File: src/rtl/lvg_result_reader_if.sv
// Result stream from lvg_result_reader to the host/DMA readback path.
// The reader drives words, index, opcode and the valid/last flags; the consumer drives ready.
interface lvg_result_reader_if;
    logic [31:0] out_data;
    logic [3:0]  out_index;
    logic [7:0]  out_op;
    logic        out_valid;
    logic        out_ready;
    logic        out_last;

    modport master (
        output out_data,
        output out_index,
        output out_op,
        output out_valid,
        output out_last,
        input  out_ready
    );

    modport slave (
        input  out_data,
        input  out_index,
        input  out_op,
        input  out_valid,
        input  out_last,
        output out_ready
    );
endinterface

File: src/rtl/lvg_result_reader.sv
// lvg_result_reader: watches the lvg opcode bus, waits the fixed compute latency after
// each compute command, snapshots the 4x4 result matrix and streams it out row-major.
// A second countdown may run while a matrix drains; anything that cannot be kept is
// reported through the sticky overflow flag.
module lvg_result_reader #(
    parameter int unsigned LATENCY = 15,
    parameter logic [7:0]  OP_MIN  = 8'd5,
    parameter logic [7:0]  OP_MAX  = 8'd8
) (
    input  logic                clk,
    input  logic                rst_n,
    input  logic [7:0]          instr_i,
    input  logic [31:0]         b11_i, b12_i, b13_i, b14_i,
    input  logic [31:0]         b21_i, b22_i, b23_i, b24_i,
    input  logic [31:0]         b31_i, b32_i, b33_i, b34_i,
    input  logic [31:0]         b41_i, b42_i, b43_i, b44_i,
    lvg_result_reader_if.master res,
    output logic                busy_o,
    output logic                overflow_o
);

    typedef enum logic [1:0] {
        ST_IDLE  = 2'd0,
        ST_WAIT  = 2'd1,
        ST_DRAIN = 2'd2
    } state_e;

    localparam logic [7:0] CNT_START = 8'(LATENCY - 32'd1);

    state_e      state_q;
    logic [7:0]  instr_q;
    logic [7:0]  cnt_q;
    logic        pend_q;
    logic [7:0]  op_pend_q;
    logic [31:0] res_q [16];
    logic [31:0] out_data_q;
    logic [3:0]  out_index_q;
    logic [7:0]  out_op_q;
    logic        out_valid_q;
    logic        out_last_q;
    logic        busy_q;
    logic        overflow_q;

    logic [31:0] b_s [16];
    logic        cmd_s;
    logic        hs_s;
    logic        drain_done_s;
    logic [3:0]  next_idx_s;

    assign b_s[0]  = b11_i;  assign b_s[1]  = b12_i;  assign b_s[2]  = b13_i;  assign b_s[3]  = b14_i;
    assign b_s[4]  = b21_i;  assign b_s[5]  = b22_i;  assign b_s[6]  = b23_i;  assign b_s[7]  = b24_i;
    assign b_s[8]  = b31_i;  assign b_s[9]  = b32_i;  assign b_s[10] = b33_i;  assign b_s[11] = b34_i;
    assign b_s[12] = b41_i;  assign b_s[13] = b42_i;  assign b_s[14] = b43_i;  assign b_s[15] = b44_i;

    // A compute opcode counts once: only on the cycle it first appears or changes.
    assign cmd_s        = (instr_i >= OP_MIN) && (instr_i <= OP_MAX) && (instr_i != instr_q);
    assign hs_s         = out_valid_q && res.out_ready;
    assign drain_done_s = hs_s && (out_index_q == 4'd15);
    assign next_idx_s   = out_index_q + 4'd1;

    assign res.out_data  = out_data_q;
    assign res.out_index = out_index_q;
    assign res.out_op    = out_op_q;
    assign res.out_valid = out_valid_q;
    assign res.out_last  = out_last_q;
    assign busy_o        = busy_q;
    assign overflow_o    = overflow_q;

    // Control FSM: command detection, latency countdown, matrix capture and drain sequencing.
    always_ff @(posedge clk or negedge rst_n) begin
        if (!rst_n) begin
            state_q     <= ST_IDLE;
            instr_q     <= 8'd0;
            cnt_q       <= 8'd0;
            pend_q      <= 1'b0;
            op_pend_q   <= 8'd0;
            out_data_q  <= 32'd0;
            out_index_q <= 4'd0;
            out_op_q    <= 8'd0;
            out_valid_q <= 1'b0;
            out_last_q  <= 1'b0;
            busy_q      <= 1'b0;
            overflow_q  <= 1'b0;
            for (int i = 0; i < 16; i++) begin
                res_q[i] <= 32'd0;
            end
        end else begin
            instr_q <= instr_i;
            case (state_q)
                ST_IDLE: begin
                    if (cmd_s) begin
                        state_q   <= ST_WAIT;
                        cnt_q     <= CNT_START;
                        op_pend_q <= instr_i;
                        pend_q    <= 1'b1;
                        busy_q    <= 1'b1;
                    end
                end
                ST_WAIT: begin
                    if (cmd_s) begin
                        // Newer command supersedes the one in flight; its result is lost.
                        cnt_q      <= CNT_START;
                        op_pend_q  <= instr_i;
                        overflow_q <= 1'b1;
                    end else if (cnt_q == 8'd0) begin
                        for (int i = 0; i < 16; i++) begin
                            res_q[i] <= b_s[i];
                        end
                        out_data_q  <= b_s[0];
                        out_index_q <= 4'd0;
                        out_op_q    <= op_pend_q;
                        out_valid_q <= 1'b1;
                        out_last_q  <= 1'b0;
                        pend_q      <= 1'b0;
                        state_q     <= ST_DRAIN;
                    end else begin
                        cnt_q <= cnt_q - 8'd1;
                    end
                end
                ST_DRAIN: begin
                    // Background countdown for a command issued while draining.
                    if (cmd_s) begin
                        pend_q    <= 1'b1;
                        cnt_q     <= CNT_START;
                        op_pend_q <= instr_i;
                        if (pend_q) begin
                            overflow_q <= 1'b1;
                        end
                    end else if (pend_q) begin
                        if (cnt_q == 8'd0) begin
                            pend_q <= 1'b0;
                            if (!drain_done_s) begin
                                // Buffer still in use: this result has nowhere to go.
                                overflow_q <= 1'b1;
                            end
                        end else begin
                            cnt_q <= cnt_q - 8'd1;
                        end
                    end

                    if (drain_done_s) begin
                        out_valid_q <= 1'b0;
                        out_last_q  <= 1'b0;
                        if (cmd_s) begin
                            state_q <= ST_WAIT;
                        end else if (pend_q && (cnt_q == 8'd0)) begin
                            // Countdown expires on the final handshake: capture straight away.
                            for (int i = 0; i < 16; i++) begin
                                res_q[i] <= b_s[i];
                            end
                            out_data_q  <= b_s[0];
                            out_index_q <= 4'd0;
                            out_op_q    <= op_pend_q;
                            out_valid_q <= 1'b1;
                        end else if (pend_q) begin
                            state_q <= ST_WAIT;
                        end else begin
                            state_q <= ST_IDLE;
                            busy_q  <= 1'b0;
                        end
                    end else if (hs_s) begin
                        out_index_q <= next_idx_s;
                        out_data_q  <= res_q[next_idx_s];
                        out_last_q  <= (next_idx_s == 4'd15);
                    end
                end
                default: begin
                    state_q     <= ST_IDLE;
                    out_valid_q <= 1'b0;
                    out_last_q  <= 1'b0;
                    busy_q      <= 1'b0;
                    pend_q      <= 1'b0;
                end
            endcase
        end
    end

endmodule
File: src/flat_wrapper.sv
// flat-port wrapper written by rule: the top's interface ports become plain ports
module lvg_result_reader_flat 
#(
    parameter int unsigned LATENCY = 15,
    parameter logic [7:0]  OP_MIN  = 8'd5,
    parameter logic [7:0]  OP_MAX  = 8'd8
)
  (clk, rst_n, instr_i, b11_i, b12_i, b13_i, b14_i, b21_i, b22_i, b23_i, b24_i, b31_i, b32_i, b33_i, b34_i, b41_i, b42_i, b43_i, b44_i, busy_o, overflow_o, res_out_data, res_out_index, res_out_op, res_out_valid, res_out_last, res_out_ready);
  lvg_result_reader_if res_i ();
  input  logic clk;
  input  logic rst_n;
  input  logic [7:0] instr_i;
  input  logic [31:0] b11_i;
  input  logic [31:0] b12_i;
  input  logic [31:0] b13_i;
  input  logic [31:0] b14_i;
  input  logic [31:0] b21_i;
  input  logic [31:0] b22_i;
  input  logic [31:0] b23_i;
  input  logic [31:0] b24_i;
  input  logic [31:0] b31_i;
  input  logic [31:0] b32_i;
  input  logic [31:0] b33_i;
  input  logic [31:0] b34_i;
  input  logic [31:0] b41_i;
  input  logic [31:0] b42_i;
  input  logic [31:0] b43_i;
  input  logic [31:0] b44_i;
  output logic busy_o;
  output logic overflow_o;
  output wire logic [$bits(res_i.out_data)-1:0] res_out_data;
  output wire logic [$bits(res_i.out_index)-1:0] res_out_index;
  output wire logic [$bits(res_i.out_op)-1:0] res_out_op;
  output wire logic [$bits(res_i.out_valid)-1:0] res_out_valid;
  output wire logic [$bits(res_i.out_last)-1:0] res_out_last;
  input wire logic [$bits(res_i.out_ready)-1:0] res_out_ready;
  assign res_out_data = res_i.out_data;
  assign res_out_index = res_i.out_index;
  assign res_out_op = res_i.out_op;
  assign res_out_valid = res_i.out_valid;
  assign res_out_last = res_i.out_last;
  assign res_i.out_ready = res_out_ready;
  lvg_result_reader #(.LATENCY(LATENCY), .OP_MIN(OP_MIN), .OP_MAX(OP_MAX)) u_core (.clk(clk), .rst_n(rst_n), .instr_i(instr_i), .b11_i(b11_i), .b12_i(b12_i), .b13_i(b13_i), .b14_i(b14_i), .b21_i(b21_i), .b22_i(b22_i), .b23_i(b23_i), .b24_i(b24_i), .b31_i(b31_i), .b32_i(b32_i), .b33_i(b33_i), .b34_i(b34_i), .b41_i(b41_i), .b42_i(b42_i), .b43_i(b43_i), .b44_i(b44_i), .res(res_i), .busy_o(busy_o), .overflow_o(overflow_o));
endmodule
File: config.mk
export PLATFORM = sky130hd
export DESIGN_NAME = lvg_result_reader_flat
export DESIGN_NICKNAME = d
export VERILOG_FILES = /design/src/rtl/lvg_result_reader_if.sv /design/src/rtl/lvg_result_reader.sv /design/src/flat_wrapper.sv
export SDC_FILE = /design/constraint.sdc
export NUM_CORES = 1
export LEC_CHECK = 0
export CAP_MARGIN = 5
export CORE_MARGIN = 2
export CORE_UTILIZATION = 55
export DETAILED_ROUTE_END_ITERATION = 7
export GPL_TIMING_DRIVEN = 0
export PLACE_DENSITY = 0.86
export SLEW_MARGIN = 25
export SYNTH_ARGS = -nofsm -noshare
export SYNTH_HDL_FRONTEND = slang
export SYNTH_SLANG_ARGS = --single-unit
export TNS_END_PERCENT = 20
File: constraint.sdc
create_clock -name clk -period 4.8 [get_ports clk]
set_clock_uncertainty 0.15 [all_clocks]
set_input_delay 0.96 -clock clk [delete_from_list [all_inputs] [get_ports clk]]
set_output_delay 0.96 -clock clk [all_outputs]
set_load 0.03 [all_outputs]
==> results of run 1 <==
## repair_timing
action / in CTS / in global routing
endpoints found under the setup margin: 1 / 4
gates resized for setup: 1 / 2
pin swaps: 0 / 0
## registers in the layout, summed over array words and instances (netlist names)
signal,count
u_core.res.out_op,8
u_core.res.out_valid,1
u_core.res.out_data,32
u_core.res.out_last,1
u_core.instr_q,8
u_core.res.out_index,4
u_core.pend_q,1
u_core.busy_o,1
u_core.res_q,512
u_core.overflow_o,1
u_core.cnt_q,8
u_core.state_q,2
u_core.op_pend_q,8
## stage by stage
| step | hold WS, ns | setup slack [ns] | total power [mW] |
|---|---|---|---|
| floorplan | 0.308 | 1.52 | 9.25 |
| global placement | 0.326 | -22.47 | 11.2 |
| detailed placement | 0.314 | 0.00339 | 11.3 |
| CTS | 0.188 | 0.0895 | 16.2 |
| global route | 0.235 | 0.0171 | 16.7 |
| finish | 0.193 | 0.176 | 16.2 |
## critical path, delay by kind of cell (launching register included)
kind | cells | cell delay, ns
adders and majority gates | 1 | 0.38
buffers and inverters | 6 | 2.32
muxes | 1 | 0.50
DFF | 1 | 0.41
AOI/OAI and AO/OA | 2 | 0.49
and+or+nand+nor | 2 | 0.20
## area by class of cell
cell class | instances | area (sq um)
Clock buffer | 84 | 1720
Tap cell | 680 | 851
Clock inverter | 23 | 265
Inverter | 7 | 26.3
Sequential cell | 587 | 14700
Antenna cell | 23 | 57.6
Buffer | 123 | 932
Timing Repair Buffer | 576 | 5880
Fill cell | 3208 | 14000
Multi-Input combinational cell | 1035 | 12900
## logic make-up after synthesis
| group | Yosys count | share of synthesized area, % |
|---|---|---|
| fa+ha+maj | 9 | 0.395 |
| buf+inv | 130 | 3.35 |
| flops | 587 | 51.5 |
| mux | 655 | 37.5 |
| compound gates | 149 | 3.50 |
| xor+xnor | 12 | 0.369 |
| simple gates | 210 | 3.39 |
## per-layer routing
layer	vias up	share of wire (%)
met5	-	0.086
met4	14	6.4
met3	295	8.5
met2	1197	47
met1	10100	38
li1	7778	-
## cells in the final DEF (no fill, tap or decap), drive strengths merged, types with 8 or more instances in the layout
master           n
o41ai           14
buf             95
and2            13
clkinv          16
mux2           526
clkdlybuf4s50  569
nand2           54
xnor2           10
a211oi          11
dfrtp          587
diode           23
o31ai           23
inv              8
nor2b            8
clkbuf         119
mux4           128
o22ai           38
o21ai           44
nor2            84
ha               9
and3            25
## how the worst max path moves through the flow
stage	startpoint	end	slack, ns	cells past startpoint
3_5_place_dp	u_core.res.out_index[0]	u_core.res.out_data[10]	0.003	11
5_1_grt	u_core.res.out_index[0]	u_core.res.out_data[3]	0.02	11
4_1_cts	u_core.res.out_index[0]	u_core.res.out_data[21]	0.09	11
3_3_place_gp	rst_n	u_core.res.out_op[4]	-22.47	1
2_1_floorplan	u_core.res.out_index[0]	u_core.res.out_data[22]	1.52	12
6_report	u_core.res.out_index[0]	u_core.res.out_data[12]	0.18	12
## power by group through the flow
| stage | logic, mW | clock network, mW | registers, mW |
|---|---|---|---|
| 4_1_cts | 5.01 | 4.83 | 6.33 |
| 6_report | 5.06 | 4.81 | 6.37 |
| 5_1_grt | 5.29 | 5.02 | 6.43 |
| 3_3_place_gp | 4.84 | 0 | 6.36 |
| 2_1_floorplan | 2.80 | 0 | 6.45 |
| 3_5_place_dp | 4.96 | 0 | 6.39 |
==> impl_metrics.ini, run 1 <==
[setup_path]
path_cells = buf_2 > buf_2 > buf_2 > inv_1 > ha_1 > clkbuf_2 > buf_1 > mux4_2 > nor2_1 > nor2_1 > o22ai_1 > o31ai_1
r2r_setup_slack_ns = 0.18
reg2reg_to = u_core.res.out_data[12]
critPathLaunchType = flip-flop
r2r-start = u_core.res.out_index[0]
cp_slowest_cell = buf_1
cp.arrival_ns = 4.96
cpPeakStageDelay_ns = 0.60
crit_type = flip-flop to flip-flop
r2r.worst_path.cells = 12
critPathRequiredTime_ns = 5.13
end_kind = flip-flop
crit_path_frequent_cell = buf_2
worst-path-max-fanout = 10

[power]
p_clk_share_pct = 29.6
p_leak_nw = 16.9
pwr-share-comb_pct = 31.2
power.density_mw_per_mm2 = 436
ir_worst_vdd_v = 0.000358
power_switching_mw = 5.19
pwr-share-seq_pct = 39.2
switching_share_pct = 32.0
power.internal_mw = 11.0

[synth]
ys_types = 47
synthFlopType = dfrtp_1
netlist_area_sq_mm = 0.0285
ys.warnings.count = 0
synthArstFlopShare_pct = 100
postSynthCellCount = 1752
syn_area_per_cell_sq_um = 16.3
synth_most_common_cell = dfrtp_1
syn_nets = 2284
synth_top_area_cell = dfrtp_1
synth_seq_area_share_pct = 51.5
synth_top_area_share_pct = 51.5
synth_area_leaders = dfrtp_1 52%, mux2_4 26%, mux4_2 10%
ys_ff_latch = 587
ys_top_cells_by_count = 587 x dfrtp_1, 500 x mux2_4, 128 x mux4_2
synth_edf_count = 0

[global_route]
antenna_found_initial = 30
grt_usage_pct = 36.6
met3_usage_pct = 8.88
grt_pass1_wl_microns = 142000
gr-usage-met2_pct = 57.7
overflow = 0
grt_busiest_layer = met2
grt_pass1_vias = 20900
grt_max_degree = 101
grtUsageMet1_pct = 46.4

[timing]
max_freq_mhz = 216
hold_violations = 0
period_minus_slack_ns = 4.62
finalCritPeriodShare_pct = 96.3
tightestPinTransition_ns = 1.03
finalSetupViolCount = 0
setup-tns-final_ns = 0
rsz0062_at_grt = no
relSlewSlack_pct = 31.3
finalMaxSlewViolations = 0

[floorplan]
fp.coreArea_sq_mm = 0.0513
rows = 83
start_util_pct = 55.6
die_y_microns = 232
ioPinCount = 571
dieArea_sq_mm = 0.0537
die_width_microns = 232

[placement]
dpl_cell_area_sq_mm = 0.0352
gp_congestion = 0.923
port-buffer-count = 570
dpl.hpwl_microns = 72400
dpl.cell_count = 3008

[detailed_routing]
drt-total-wl_microns = 98300
via_per_inst = 6.18
routedWlPerCell_microns = 31.3
ant_nets = 0
drtIter0Drc = 1843
route.detailed.drc = 0
drtPass1Iterations = 6
vias = 19400

[cells_and_area]
stdcell_count = 3138
drive_above_1_share_pct = 34.9
final_cell_area_sq_mm = 0.0373
syn_to_final_growth_pct = 30.8
fin_util_pct = 72.7
fin_nets = 2922

[cts]
cts-root-buf = clkbuf_16
hold_buffers = 0
cts_made_buffers = 60
cts_tree = done
cts_buffer_depth = 3
insertion_delay_ns = 0.64
cts.sinks = 587
path_clk_slew_ns = 0.07
cts-htree-levels = 2
cts_setup_buffers = 0

[status]
outcome = finished clean

[worst_hold_path]
hold_path_class = primary input to async pin

[job]
max-cap-violations = 0
(Power assumes the default switching activity.)
==> inputs of run 2 (changes only) <==
Settings changed: CTS_CLUSTER_SIZE from default to 40.
==> run 2 against run 1 <==
Effect of this change:
- wire length increased by 0.63%
- clock-buffer cell count grew 6
- clock power about the same
- sequential cell count unchanged
- maximum frequency down 0.10%
- highest routed layer unchanged
- sequential share of layout area is essentially flat
- sequential power about the same
- hold slack hardly changed
- total power hardly changed
- first-iteration DRC count is 5.4% higher
==> impl_metrics.ini, run 2 (synthesized netlist as in run 1, its figures left out) <==
[cells_and_area]
seqCellArea_sq_mm = 0.0147
fill_cells = 3222
regMostFlops = u_core.res_q
largest_reg_flops = 512
drive_above_1_share_pct = 34.8
final_cell_area_sq_mm = 0.0373
fin_nets = 2922
syn_to_final_growth_pct = 30.8
multiInputGateArea_sq_mm = 0.0129
layout_common_cells = 587 x dfrtp_1, 569 x clkdlybuf4s50_1, 500 x mux2_4
mostFrequentLayoutCell = dfrtp_1

[setup_path]
r2r-start = u_core.res.out_index[0]
setup.worst_path.end = u_core.res.out_data[9]
crit_type = flip-flop to flip-flop
r2r_setup_slack_ns = 0.17
reg2reg_to = u_core.res.out_data[9]
cp-startpoint = u_core.res.out_index[0]
critPathRequiredTime_ns = 5.15
r2r.worst_path.cells = 11
critPathLaunchType = flip-flop
end_kind = flip-flop
cp.arrival_ns = 4.98
worst-path-max-fanout = 10

[status]
outcome = finished clean

[global_route]
grt_max_degree = 101
overflow = 0
met3_usage_pct = 9.75
grtUsageMet1_pct = 46.0
gr-usage-met2_pct = 57.6
grt_pass1_vias = 20900
grt_usage_pct = 36.7
grt_pass1_wl_microns = 142000
grt_busiest_layer = met2
antenna_found_initial = 35

[detailed_routing]
drt-total-wl_microns = 98900
drtIter0Drc = 1943
vias = 19300
routedWlPerCell_microns = 31.5
ant_nets = 0
via_per_inst = 6.15
route.detailed.drc = 0
drtPass1Iterations = 6

[floorplan]
die_y_microns = 232
rows = 83
die_width_microns = 232
ioPinCount = 571
start_util_pct = 55.6
fp.coreArea_sq_mm = 0.0513
dieArea_sq_mm = 0.0537

[placement]
gp_congestion = 0.923
pre_cts_ws_ns = 0.00339
dpl.hpwl_microns = 72400
dpl_cell_area_sq_mm = 0.0352
port-buffer-count = 570

[cts]
path_clk_slew_ns = 0.07
cts_made_buffers = 60
cts_tree = done
cts_buffer_depth = 3
cts-htree-levels = 2
insertion_delay_ns = 0.65
cts-root-buf = clkbuf_16
cts.sinks = 587
cts_setup_buffers = 0

[power]
power.density_mw_per_mm2 = 436
p_leak_nw = 16.9
total_power_mw = 16.3
ir_worst_vdd_v = 0.000315

[worst_hold_path]
hold_path_class = primary input to async pin

[timing]
layout_setup_ws_ns = 0.172
relSlewSlack_pct = 24.0
max_freq_mhz = 216
tightestPinTransition_ns = 1.14
finalMaxSlewViolations = 0
setup-tns-final_ns = 0
rsz0062_at_grt = no
whs_ns = 0.192
hold_violations = 0
finalCritPeriodShare_pct = 96.4
period_minus_slack_ns = 4.63
finalSetupViolCount = 0

[job]
max-cap-violations = 0
==> run 2: cell count changes in the layout (fill, tap and decap cells not counted), moves of 2 or more <==
cell	delta
clkbuf_1	+2
clkbuf_8	+3
diode_2	+4
clkinv_2	-5
bufinv_16	-2
==> run 2: per-layer routing <==
metal  vias up  routed length (microns)
met3       309                     8880
li1       7790                        -
met5         -                       94
met4        14                     6440
met1     10000                    37000
met2      1154                    46500
==> run 2: worst min path at each step <==
stage,start,to,cells past startpoint
floorplan,u_core.op_pend_q[7],u_core.op_pend_q[7],1
global placement,u_core.overflow_o,u_core.overflow_o,1
detailed placement,u_core.overflow_o,u_core.overflow_o,1
CTS,rst_n,u_core.res_q[259],1
global route,rst_n,u_core.res_q[290],1
finish,rst_n,u_core.res_q[291],1
==> run 2: report_power, final <==
part / leakage [nW] / internal, mW / switching, mW
clock: 0.984 / 2.74 / 2.07
combinational: 7.83 / 2.49 / 2.58
sequential: 8.08 / 5.80 / 0.574
==> run 2: cell type report <==
type	instances	share of cell area, %
Sequential cell	587	39.4
Tap cell	680	2.28
Timing Repair Buffer	576	15.8
Buffer	123	2.50
Multi-Input combinational cell	1035	34.5
Clock buffer	90	4.81
Clock inverter	18	0.517
Inverter	7	0.0704
Antenna cell	27	0.181
==> run 2: stage by stage <==
stage / utilization, % / instances
4_1_cts: 72.6 / 3116
5_1_grt: 72.7 / 3140
2_1_floorplan: - / 1752
3_5_place_dp: 68.7 / 3008
3_3_place_gp: 68.4 / 3002
6_report: 72.7 / 3143
==> run 2: what timing repair did <==
item                                    CTS  global route
resized for setup                         1             2
hold buffers                              0             0
hold endpoints to repair                  0             0
endpoints found under the setup margin    1             3
==> run 2: worst max-delay path: stages (launching register included) <==
cell	delay (ns)
dfrtp_1	0.41
buf_2	0.25
buf_2	0.44
buf_2	0.40
inv_1	0.12
ha_1	0.38
buf_2	0.39
clkbuf_1	0.89
mux4_2	0.45
nand2_1	0.08
and3_1	0.37
o31ai_1	0.12
==> variant 1: new RTL, settings of run 2 <==
`instr_q` no longer has a reset.
--- a/src/rtl/lvg_result_reader.sv
+++ b/src/rtl/lvg_result_reader.sv
@@ -70,7 +70,6 @@
     always_ff @(posedge clk or negedge rst_n) begin
         if (!rst_n) begin
             state_q     <= ST_IDLE;
-            instr_q     <= 8'd0;
             cnt_q       <= 8'd0;
             pend_q      <= 1'b0;
             op_pend_q   <= 8'd0;
@@ -85,7 +84,6 @@
                 res_q[i] <= 32'd0;
             end
         end else begin
-            instr_q <= instr_i;
             case (state_q)
                 ST_IDLE: begin
                     if (cmd_s) begin
@@ -175,4 +173,8 @@
         end
     end
 
+    always_ff @(posedge clk) begin
+        instr_q <= instr_i;
+    end
+
 endmodule
Check against the original RTL: not settled (the Yosys comparison gave no result); the edit may change what the design does.
==> variant 1 against run 2 <==
  * Synthesized cell count grew 2.0%
  * Worst setup slack lost 48 ps
  * Worst hold slack lost 170 ps
  * Total power shrank 11%
  * Combinational power shrank 35%
  * Non-clock buffer count grew 1
  * Wire length shrank 3.3%
  * Clock power grew 1%
  * Final area grew 1.4%
  * Sequential cell count is the same
  * Die area grew 1.6%
  * Synthesized area grew 1.6%
  * Largest cell class unchanged
==> variant 1: results (changes against run 2) <==
Synth
  • Seq/Total Area, Yosys: 0.506 (-0.00957)
  • Synth cell types: 52 (+11%)
  • Multiplexer share of the synthesized area: 0.369 (-0.00561)
  • Most common library cells after synthesis: dfrtp_1, mux2_4, nand2_1, mux4_2, a21oi_1
  • Synth Area in XOR/XNOR: 0.00302 (-0.000663)
  • Ys flop type: dfrtp_1
  • Ranking of synthesized cells by area: dfrtp_1, mux2_4, mux4_2
  • Mapped Nets: 2318 (+1.5%)
  • Async set-reset flop share out of synthesis: 0.986 (-0.0136)
  • Adder-cell share of the synthesized area: 0.00345 (-0.000494)
  • Synth Area in Compound Gates: 0.0367 (+0.00173)

Place
  • DPL Wire Length: 71100 um (-1.8%)
  • I/O Buffers: 570 (unchanged)
  • Pre-CTS setup slack: -335 ps (-339 ps)
  • GPL Wtd Cong: 0.932 (+1.0%)

Worst setup path
  • CP arrival: 5010 ps (+30 ps)
  • Crit path launch: u_core.res.out_index[0]$_DFFE_PN0P_
  • R2R setup slack: 120 ps (-50 ps)
  • Register-to-Register Path Depth: 12 (+1)
  • Critical path's slowest cell: buf_1
  • RR Endpoint: u_core.res.out_data[23]$_DFFE_PN0P_
  • CP delay by family, top: buffers and inverters
  • Worst-path maximum fanout: 10 (unchanged)
  • Max stage delay on crit path: 670 ps (-220 ps)

Clock network
  • Clock Latency Late Sink: 640 ps
  • Clock transition at path regs: 60 ps
  • CTS resizes: 2 (+1)
  • Clk buf depth: 3 (unchanged)
  • Num CTS Buffers: 61 (+1.7%)
  • Setup Fix Bufs, Post-CTS: 0 (unchanged)

Global routing
  • First-pass GRT wire length: 139000 um (-2.2%)
  • Vias in the first global route: 20700 (-1.1%)
  • Gr usage total: 0.351 (-0.0156)
  • Antenna violations before repair: 41 (+17%)
  • Pin count of the biggest net entering global routing: 96 (-5.0%)

Timing
  • FMAX: 214 MHz (-1.0%)
  • Final hold slack: 25.4 ps (-167 ps)
  • Worst slew pin tran: 819 ps (-322 ps)

Route
  • First drt pass iteration count: 5 (-1)
  • Wire per inst: 30.0 um (-4.7%)
  • Initial DRC count: 1406 (-28%)
  • Routed vias: 19100 (-1.4%)

Power and ir drop
  • Leak: 16.7 nW (-1.2%)
  • Worst IR Drop VDD: 0.324 mV (+2.8%)

Finish
  • Nets: 2958 (+1.2%)
  • Fillers: 3279 (+1.8%)
  • Max reg flops: 512 (unchanged)
  • Share of cells above drive strength 1: 0.344 (-0.00440)

Outcome
  • Status: completed
## variant 1: cell count changes after synthesis, moves of 10 or more
cell / delta
a211oi_1: +22
a21oi_1: +68
and2_1: -10
and3_1: -22
buf_12: +56
buf_6: -56
clkbuf_1: +12
nand2_1: +114
nor2_1: -74
o22ai_1: -35
o31ai_1: -20
o41ai_1: -13
## variant 1: cell type report
type / instances / share of cell area
plain buffers: 123 / 0.0371
repair buffers: 577 / 0.156
multi-input cells: 1066 / 0.341
clock inverters: 21 / 0.00648
diodes: 26 / 0.00172
clock buffers: 88 / 0.0470
inverters: 11 / 0.00109
flip-flops and latches: 587 / 0.387
well taps: 688 / 0.0228
## variant 1: how the worst max path moves through the flow
stage,to,depth (start not counted)
after detailed placement,u_core.res.out_data[28]$_DFFE_PN0P_,12
after global placement,u_core.res_q[333]$_DFFE_PN0P_,1
after floorplan,u_core.res.out_data[25]$_DFFE_PN0P_,12
after global routing,u_core.res.out_data[23]$_DFFE_PN0P_,12
final,u_core.res.out_data[23]$_DFFE_PN0P_,12
after CTS,u_core.res.out_data[24]$_DFFE_PN0P_,12
## variant 1: metrics by stage
step                std cells  cell area, sq um
global placement         3045             35500
detailed placement       3052             35700
finish                   3187             37800
global route             3181             37800
CTS                      3161             37800
floorplan                1787             29000
## variant 1: power by group
group	internal [W]	switching, W	leakage, nW	total (W)
Combinational	0.00191	0.00137	7.63	0.00328
Sequential	0.00580	0.000565	8.06	0.00637
Clock	0.00278	0.00208	0.990	0.00486
## variant 1: metal layers
metal	vias to the layer above	track usage	wire length, um
li1	7846	-	-
met1	9897	0.443	36200
met2	1005	0.566	45900
met3	278	0.0890	8160
met4	26	0.174	5210
met5	-	0	160
==> variant 2: new RTL, config.mk and constraints of run 2 <==
Made on the original files. `LATENCY` is set to 15 in 2 places; all go to 7.
--- a/src/rtl/lvg_result_reader.sv
+++ b/src/rtl/lvg_result_reader.sv
@@ -3,7 +3,7 @@
 // A second countdown may run while a matrix drains; anything that cannot be kept is
 // reported through the sticky overflow flag.
 module lvg_result_reader #(
-    parameter int unsigned LATENCY = 15,
+    parameter int unsigned LATENCY = 7,
     parameter logic [7:0]  OP_MIN  = 8'd5,
     parameter logic [7:0]  OP_MAX  = 8'd8
 ) (
--- a/src/flat_wrapper.sv
+++ b/src/flat_wrapper.sv
@@ -1,7 +1,7 @@
 // flat-port wrapper written by rule: the top's interface ports become plain ports
 module lvg_result_reader_flat 
 #(
-    parameter int unsigned LATENCY = 15,
+    parameter int unsigned LATENCY = 7,
     parameter logic [7:0]  OP_MIN  = 8'd5,
     parameter logic [7:0]  OP_MAX  = 8'd8
 )
Check against the original RTL: not settled (the Yosys comparison gave no result); the edit may change what the design does.
==> variant 2 against run 2 <==
  * Worst setup slack worse by 130 ps
  * Sequential cell count unchanged
  * Critical path type unchanged
  * Final area up 1.6%
  * Wire length down 0.68%
  * Worst hold slack worse by 95 ps
  * Sequential power down 3.5%
  * Critical endpoint is now u_core.res.out_data[18]$_DFFE_PN0P_
  * Total power about the same
  * Synthesized area up 1.7%
==> variant 2: results (changes against run 2) <==
Power and ir drop
  • Clk. pwr: 0.00491 W (+2%)
  • Part of the power in combinational logic: 0.320 (+0.008)
  • Logic power comb: 0.00519 W (+2%)
  • Worst IR Drop VDD: 0.329 mV (+4.4%)
  • Leak: 16.9 nW (about the same)

Finish
  • # clk buffers: 89 (-1.1%)
  • Area of the multi-input gates: 0.0129 sq mm (about the same)
  • Seq_cells: 587 (unchanged)
  • Antenna cells: 29 (+7.4%)
  • Final core utilization: 0.724 (-0.00279)
  • Clk cell area share: 0.0540 (+0.000662)
  • Seq/total area: 0.387 (-0.00633)
  • Nets: 2947 (+0.86%)
  • Multi-input gates: 1054 (+1.8%)
  • Share of cells above drive strength 1: 0.347 (-0.000833)
  • Signal buf overhead: 0.193 (+0.0110)
  • Invs w/o clock: 8 (+1)

Place
  • DPL Wire Length: 73300 um (+1.2%)
  • Placed cell count: 3040 (+1.1%)
  • GPL Wtd Cong: 0.956 (+3.6%)
  • Pre-CTS setup slack: -93.9 ps (-97.3 ps)
  • Post-place instance area: 0.0358 sq mm (+1.6%)

Route
  • Met2 wire length: 47700 um (+2.5%)
  • Drt via density: 6.07 (-1.2%)
  • Initial DRC count: 1565 (-19%)
  • Drt total wl: 98300 um (-0.68%)
  • Wire per inst: 30.9 um (-1.8%)
  • Metal-1 WL: 36600 um (-0.93%)

Worst setup path
  • CP arrival: 5100 ps (+120 ps)
  • Max stage delay on crit path: 710 ps (-180 ps)
  • Worst setup endpoint: u_core.res.out_data[18]$_DFFE_PN0P_
  • R2R setup slack: 40 ps (-130 ps)
  • Register-to-Register Path Depth: 12 (+1)

Timing
  • Final period util: 0.991 (+0.0266)
  • Final hold slack: 97.8 ps (-94.6 ps)
  • Worst slew pin tran: 917 ps (-223 ps)

Global routing
  • Met2 usage: 0.578 (+0.00247)
  • Global Route met3 Usage: 0.0958 (-0.00167)
  • First-pass GRT wire length: 140000 um (-1.1%)
  • Pin count of the biggest net entering global routing: 90 (-11%)
  • Met1 GRT Util: 0.451 (-0.00952)
  • Vias in the first global route: 20600 (-1.5%)

Clock network
  • Clock Latency Late Sink: 630 ps (-20 ps)
  • Num CTS Buffers: 61 (+1.7%)

Synth
  • Mapped Nets: 2307 (+1.0%)
  • Ranking of synthesized cells by area: dfrtp_1, mux2_4, mux4_2
  • Most common library cells after synthesis: dfrtp_1, mux2_4, mux4_2, nor2_1, o21ai_0
  • Synth cell types: 49 (+4.3%)
  • Avg Synthesized Cell Area: 16.3 sq um (+0.40%)

Outcome
  • Status: completed
-- variant 2: cell count changes after synthesis, moves of 7 or more --
cell / run 2 / this run
a211oi_1: 11 / 1
o221ai_1: 0 / 20
nand3_1: 5 / 28
and3_1: 25 / 6
o22ai_1: 38 / 19
nor2_1: 84 / 100
buf_6: 56 / 4
o41ai_1: 14 / 0
and2_1: 13 / 3
o21ai_0: 43 / 71
buf_12: 0 / 50
o31ai_1: 23 / 16
-- variant 2: cells by family (layout without fill, tap and decap cells) --
kind of cell,Yosys count,in the layout,share of synthesized area
buffers and inverters,134,821,0.0503
other,0,29,0
adder cells (fa/ha/maj),9,9,0.00388
XOR/XNOR,12,12,0.00362
AND/OR/NAND/NOR,226,226,0.0344
AO/OA/AOI/OAI,151,151,0.0324
flip-flops,587,587,0.506
multiplexers,656,656,0.369
